--- config.mk ---
export PLATFORM = sky130hd
export DESIGN_NAME = ad_ip_jesd204_tpl_dac_fifo
export DESIGN_NICKNAME = d
export VERILOG_FILES = /design/src/rtl/ad_ip_jesd204_tpl_dac_fifo_pkg.sv /design/src/rtl/ad_ip_jesd204_tpl_dac_fifo_mem.sv /design/src/rtl/ad_ip_jesd204_tpl_dac_fifo.sv
export SDC_FILE = /design/constraint.sdc
export NUM_CORES = 2
export LEC_CHECK = 0
export BUFFER_PORTS_ARGS = -buffer_cell sky130_fd_sc_hd__buf_2
export CORE_MARGIN = 2
export CORE_UTILIZATION = 42
export DETAILED_ROUTE_END_ITERATION = 7
export SYNTH_ARGS = -nofsm -noshare
export SYNTH_HDL_FRONTEND = slang
export SYNTH_SLANG_ARGS = --single-unit
--- constraint.sdc ---
create_clock -name clk -period 30.4 [get_ports clk]
set_input_delay 4.56 -clock clk [delete_from_list [all_inputs] [get_ports clk]]
set_output_delay 4.56 -clock clk [all_outputs]
set_load 0.05 [all_outputs]
--- src/rtl/ad_ip_jesd204_tpl_dac_fifo_pkg.sv ---
// Shared definitions for the TPL DAC sample FIFO: FSM encoding and status widths.
package ad_ip_jesd204_tpl_dac_fifo_pkg;

  typedef enum logic [1:0] {
    IDLE = 2'd0,
    FILL = 2'd1,
    RUN  = 2'd2
  } fsm_state_t;

  localparam int UNF_CNT_WIDTH = 16;

endpackage

--- src/rtl/ad_ip_jesd204_tpl_dac_fifo_mem.sv ---
// Simple dual-port register array: clocked write port, asynchronous read of the head.
module ad_mem_sync_fifo #(
  parameter int DATA_WIDTH = 128,
  parameter int ADDR_WIDTH = 4
) (
  input  logic                  clk,
  input  logic                  wr_en,
  input  logic [ADDR_WIDTH-1:0] wr_addr,
  input  logic [DATA_WIDTH-1:0] wr_data,
  input  logic [ADDR_WIDTH-1:0] rd_addr,
  output logic [DATA_WIDTH-1:0] rd_data
);

  logic [DATA_WIDTH-1:0] mem_r [0:(1<<ADDR_WIDTH)-1];

  // Storage write port; contents are deliberately left unreset.
  always_ff @(posedge clk) begin
    if (wr_en) begin
      mem_r[wr_addr] <= wr_data;
    end
  end

  assign rd_data = mem_r[rd_addr];

endmodule

--- src/rtl/ad_ip_jesd204_tpl_dac_fifo.sv ---
// DMA-to-TPL sample FIFO with prefill gating, show-ahead output and underflow reporting.
module ad_ip_jesd204_tpl_dac_fifo
  import ad_ip_jesd204_tpl_dac_fifo_pkg::*;
#(
  parameter int DATA_WIDTH   = 128,
  parameter int NUM_CHANNELS = 2,
  parameter int DEPTH_LOG2   = 4,
  parameter int PREFILL      = 8
) (
  input  logic                     clk,
  input  logic                     reset,
  input  logic                     s_axis_valid,
  output logic                     s_axis_ready,
  input  logic [DATA_WIDTH-1:0]    s_axis_data,
  input  logic [NUM_CHANNELS-1:0]  enable,
  input  logic [NUM_CHANNELS-1:0]  dac_valid,
  output logic [DATA_WIDTH-1:0]    dac_ddata,
  output logic                     dac_dunf,
  output logic [DEPTH_LOG2:0]      status_level,
  output logic [UNF_CNT_WIDTH-1:0] status_unf_count
);

  localparam int LW = DEPTH_LOG2 + 1;
  localparam logic [LW-1:0]         DEPTH_L   = LW'(2**DEPTH_LOG2);
  localparam logic [LW-1:0]         PREFILL_L = LW'(PREFILL);
  localparam logic [DEPTH_LOG2-1:0] PTR_ONE   = DEPTH_LOG2'(1'b1);
  localparam logic [UNF_CNT_WIDTH-1:0] UNF_MAX = {UNF_CNT_WIDTH{1'b1}};

  fsm_state_t                state_r;
  fsm_state_t                state_nxt_s;
  logic [DEPTH_LOG2-1:0]     wr_ptr_r;
  logic [DEPTH_LOG2-1:0]     rd_ptr_r;
  logic [LW-1:0]             level_r;
  logic [LW-1:0]             level_nxt_s;
  logic                      ready_s;
  logic                      wr_en_s;
  logic                      rd_req_s;
  logic                      pop_s;
  logic                      unf_s;
  logic                      flush_s;
  logic [DATA_WIDTH-1:0]     head_s;
  logic [DATA_WIDTH-1:0]     ddata_s;
  logic                      dunf_r;
  logic [UNF_CNT_WIDTH-1:0]  unf_cnt_r;

  ad_mem_sync_fifo #(
    .DATA_WIDTH (DATA_WIDTH),
    .ADDR_WIDTH (DEPTH_LOG2)
  ) i_mem (
    .clk     (clk),
    .wr_en   (wr_en_s),
    .wr_addr (wr_ptr_r),
    .wr_data (s_axis_data),
    .rd_addr (rd_ptr_r),
    .rd_data (head_s)
  );

  // Handshake, pop/underflow decisions, occupancy update and next FSM state.
  always_comb begin
    ready_s     = (level_r < DEPTH_L) && (state_r != IDLE) && !reset;
    wr_en_s     = s_axis_valid && ready_s;
    rd_req_s    = |(dac_valid & enable);
    pop_s       = (state_r == RUN) && rd_req_s && (level_r != {LW{1'b0}});
    unf_s       = (state_r == RUN) && rd_req_s && (level_r == {LW{1'b0}});
    level_nxt_s = level_r + LW'(wr_en_s) - LW'(pop_s);
    ddata_s     = {DATA_WIDTH{1'b0}};
    state_nxt_s = state_r;
    flush_s     = 1'b0;
    if ((state_r == RUN) && (level_r != {LW{1'b0}})) begin
      ddata_s = head_s;
    end else begin
      ddata_s = {DATA_WIDTH{1'b0}};
    end
    if (enable == {NUM_CHANNELS{1'b0}}) begin
      state_nxt_s = IDLE;
      flush_s     = 1'b1;
    end else begin
      case (state_r)
        IDLE: state_nxt_s = FILL;
        // Compare against the post-edge level so RUN starts the cycle prefill completes.
        FILL: begin
          if (level_nxt_s >= PREFILL_L) begin
            state_nxt_s = RUN;
          end else begin
            state_nxt_s = FILL;
          end
        end
        RUN:     state_nxt_s = RUN;
        default: state_nxt_s = IDLE;
      endcase
    end
  end

  // FSM state register.
  always_ff @(posedge clk) begin
    if (reset) begin
      state_r <= IDLE;
    end else begin
      state_r <= state_nxt_s;
    end
  end

  // Pointers, occupancy, underflow pulse and saturating underflow counter.
  always_ff @(posedge clk) begin
    if (reset) begin
      wr_ptr_r  <= {DEPTH_LOG2{1'b0}};
      rd_ptr_r  <= {DEPTH_LOG2{1'b0}};
      level_r   <= {LW{1'b0}};
      dunf_r    <= 1'b0;
      unf_cnt_r <= {UNF_CNT_WIDTH{1'b0}};
    end else begin
      if (flush_s) begin
        wr_ptr_r <= {DEPTH_LOG2{1'b0}};
        rd_ptr_r <= {DEPTH_LOG2{1'b0}};
        level_r  <= {LW{1'b0}};
      end else begin
        if (wr_en_s) begin
          wr_ptr_r <= wr_ptr_r + PTR_ONE;
        end
        if (pop_s) begin
          rd_ptr_r <= rd_ptr_r + PTR_ONE;
        end
        level_r <= level_nxt_s;
      end
      dunf_r <= unf_s;
      if (dunf_r && (unf_cnt_r != UNF_MAX)) begin
        unf_cnt_r <= unf_cnt_r + {{(UNF_CNT_WIDTH-1){1'b0}}, 1'b1};
      end
    end
  end

  assign s_axis_ready     = ready_s;
  assign dac_ddata        = ddata_s;
  assign dac_dunf         = dunf_r;
  assign status_level     = level_r;
  assign status_unf_count = unf_cnt_r;

endmodule

==> results.json <==
{
  "status": "completed",
  "cts.htree.levels": 4,
  "grt_pass1_wl_um": 267000,
  "grt_pass1_vias": 37280,
  "dieArea_mm2": 0.1897,
  "rsz0062_at_grt": "false",
  "cts_sinks": 2084,
  "area_delta_synth_final_pct": 14.58,
  "nNetsFinal": 3755,
  "grt_remaining_overflow": 0,
  "clockBufferDepth": 3,
  "synth_cell_type_count": 48,
  "num_rows": 158,
  "cp_data_arrival_time_ps": 5460,
  "antenna_found_initial": 51,
  "grt_start_max_net_pins": 126,
  "r2r-start": "state_r[0]$_SDFF_PP0_",
  "relSlewSlack_pct": 28.45,
  "cts-buffers-inserted": 212,
  "power_density_mw_per_mm2": 64.70,
  "viasPerCell": 5.681,
  "max_cap_violations": 0,
  "syn-instance-count": 3215,
  "crit_family": "buffers and inverters",
  "p_comb_share_pct": 1.1,
  "synth_area_mm2": 0.07822,
  "cp_max_fo": 21,
  "cts_tree": "built",
  "critPathLaunch": "reset",
  "yosys_most_used_dff": "edfxtp_1",
  "min-delay-start": "rd_ptr_r[3]$_SDFFE_PP0P_",
  "post_cts_buffers": 0,
  "hpwl_um": 89470,
  "seqPwrFrac_pct": 54.6,
  "crit_type": "input port to primary output",
  "worstPathCellList": "buf_2 > nor2_1 > and2_1 > buf_2",
  "drt_iter0_drc": 3154,
  "pwr-share-clk_pct": 44.3,
  "drt-wirelength-per-cell_um": 29.50,
  "synth-edff-count": 2048,
  "grt_usage_pct": 19.48,
  "drive_gt1_share_pct": 31.61,
  "netlist.area_leader.share_pct": 78.63,
  "boundaryPins": 286,
  "syn-num-nets": 3362,
  "final_max_slew_viol_count": 0,
  "totalNegativeSetupSlack_ps": 0,
  "core_area_mm2": 0.1852,
  "async_flop_share_pct": 0,
  "internal_power_w": 0.004664,
  "ys.warnings.count": 0,
  "postCtsHoldBufs": 0,
  "start_kind": "input port",
  "crit_buf_inv": 2,
  "final-setup-viol-count": 0,
  "fin_crit_sh_pct": 32.95,
  "synth-seq-cells": 2084,
  "drtAntennaViolNets": 0,
  "synth.avg_cell_area_um2": 24.33,
  "crit_path_frequent_cell": "buf_2",
  "setup_ws_ps": 20380,
  "clk_latency_ps": 830,
  "postCtsResizedCells": 0,
  "gp_congestion": 0.7257,
  "required_ps": 25840,
  "initial_core_util_pct": 42.23,
  "dieWidth_um": 435.5,
  "switching_share_pct": 19.57,
  "hold_violations": 0,
  "slowest_delay_ps": 260,
  "max-vdd-ir-drop_mv": 0.04227,
  "period_minus_slack_ps": 10020,
  "port-buffer-count": 285,
  "yosysMostFrequentCell": "edfxtp_1",
  "post-route-drc-count": 0,
  "seq_area_frac_synth_pct": 79.55,
  "vias": 35650,
  "routed_wl_um": 185100,
  "root_buffer": "clkbuf_16",
  "first_pass_iters": 5,
  "yosysTopAreaCell": "edfxtp_1",
  "ys_top_cells_by_area": "edfxtp_1, mux4_2, a221o_1",
  "worstHoldPathType": "register to register",
  "power_w": 0.005799,
  "cp_slowest_cell": "buf_2",
  "leakage_nw": 27.64,
  "die_height_um": 435.5,
  "fmax_mhz": 99.84,
  "tightestPinTransition_ps": 1073,
  "endpoint_kind": "primary output",
  "netSwitchingPower_w": 0.001135,
  "place_ws_ps": 20370,
  "cts.clk_slew.worst_paths_ps": 60,
  "final.setup_skew_ps": 20.42,
  "synthTopCellsByCount": "edfxtp_1, mux4_2, a221o_1, a22o_1, buf_2"
}
## routing by layer
| metal | GRT usage, % | vias up | routed length [um] | part of all wire [%] |
|---|---|---|---|---|
| met4 | 5.981 | 22 | 5107 | 2.8 |
| met5 | 0 | - | 128 | 0.069 |
| li1 | - | 14910 | - | - |
| met3 | 2.999 | 343 | 8640 | 4.7 |
| met2 | 34.36 | 930 | 97460 | 53 |
| met1 | 24.80 | 19440 | 73770 | 40 |
## final cells by class
cell class	instances	area, um2
tap	2480	3103
multi-input combinational	941	15190
inverter	12	45.04
antenna	15	37.54
sequential	2084	62230
timing repair buffer	357	2105
clock buffer	259	5595
clock inverter	127	1315
fill	14930	95610
## logic make-up (layout without fill, tap and decap cells)
logic type / count (synthesis) / count (layout) / share of synthesized area [%]
mux: 518 / 518 / 14.82
xor+xnor: 13 / 13 / 0.1456
other cells: 0 / 15 / 0
flops: 2084 / 2084 / 79.55
fa+ha+maj: 12 / 12 / 0.2016
buf+inv: 190 / 755 / 1.208
simple gates: 113 / 113 / 0.7502
compound gates: 285 / 285 / 3.327
## power by group through the flow
stage / Clock [W] / Sequential (W) / Combinational [W]
3_3_place_gp: 0 / 0.00322 / 0.0000618
2_1_floorplan: 0 / 0.00323 / 0.0000153
3_5_place_dp: 0 / 0.00322 / 0.0000654
6_report: 0.00257 / 0.00316 / 0.0000641
4_1_cts: 0.00263 / 0.00316 / 0.0000653
5_1_grt: 0.00274 / 0.00316 / 0.0000714
## cells in the final DEF, fill, tap and decap left out, drive strengths merged, types with 2 or more instances in the layout
cell type	synthesis	layout
nand2b	8	8
a41oi	3	3
nor2b	2	2
a22o	128	128
a21oi	9	9
or3	6	6
nor2	43	43
buf	111	357
inv	12	21
nor4b	4	4
xor2	5	5
nor3	10	10
xnor2	8	8
diode	0	15
clkinvlp	0	9
ha	11	11
o31ai	3	3
bufinv	0	21
nand3b	2	2
o21ai	3	3
mux4	512	512
and4	2	2
dfxtp	36	36
nand2	12	12
mux2i	5	5
nor4	3	3
nand3	6	6
a211oi	3	3
and3	3	3
clkinv	0	88
nand4	7	7
or2	2	2
a221o	128	128
edfxtp	2048	2048
clkbuf	67	259
## worst reg2reg max path, delay by kind of cell (launching register included)
kind,cells,cell delay (ps)
buffers and inverters,3,2220
and+or+nand+nor,4,1590
DFF,1,440
## sequential cells by signal, summed over array words and instances, names as in the netlist, named ones only
signal,flops
dac_dunf,1
i_mem.mem_r,2048
wr_ptr_r,4
status_level,5
rd_ptr_r,4
status_unf_count,16
state_r,2
## worst paths after layout
kind | end | slack (ps) | cells past startpoint
worst min register to register | rd_ptr_r[3]$_SDFFE_PP0P_ | 520 | 2
worst max-delay path | s_axis_ready | 20380 | 4
worst min-delay path | rd_ptr_r[3]$_SDFFE_PP0P_ | 520 | 2
worst max register to register | i_mem.mem_r[4][81]$_DFFE_PP_ | 25760 | 7
## per-stage QoR
stage                     instance area [um2]  std cells  util [%]  hold slack (ps)
after floorplan                         78220       3215         -            462.9
after global placement                  82670       5874     44.63            494.3
after detailed placement                82670       5874     44.63            502.0
after CTS                               89580       6260     48.36            503.6
after global routing                    89610       6269     48.37            549.6
final                                   89620       6275     48.38            520.0
(Power assumes the default switching activity.)
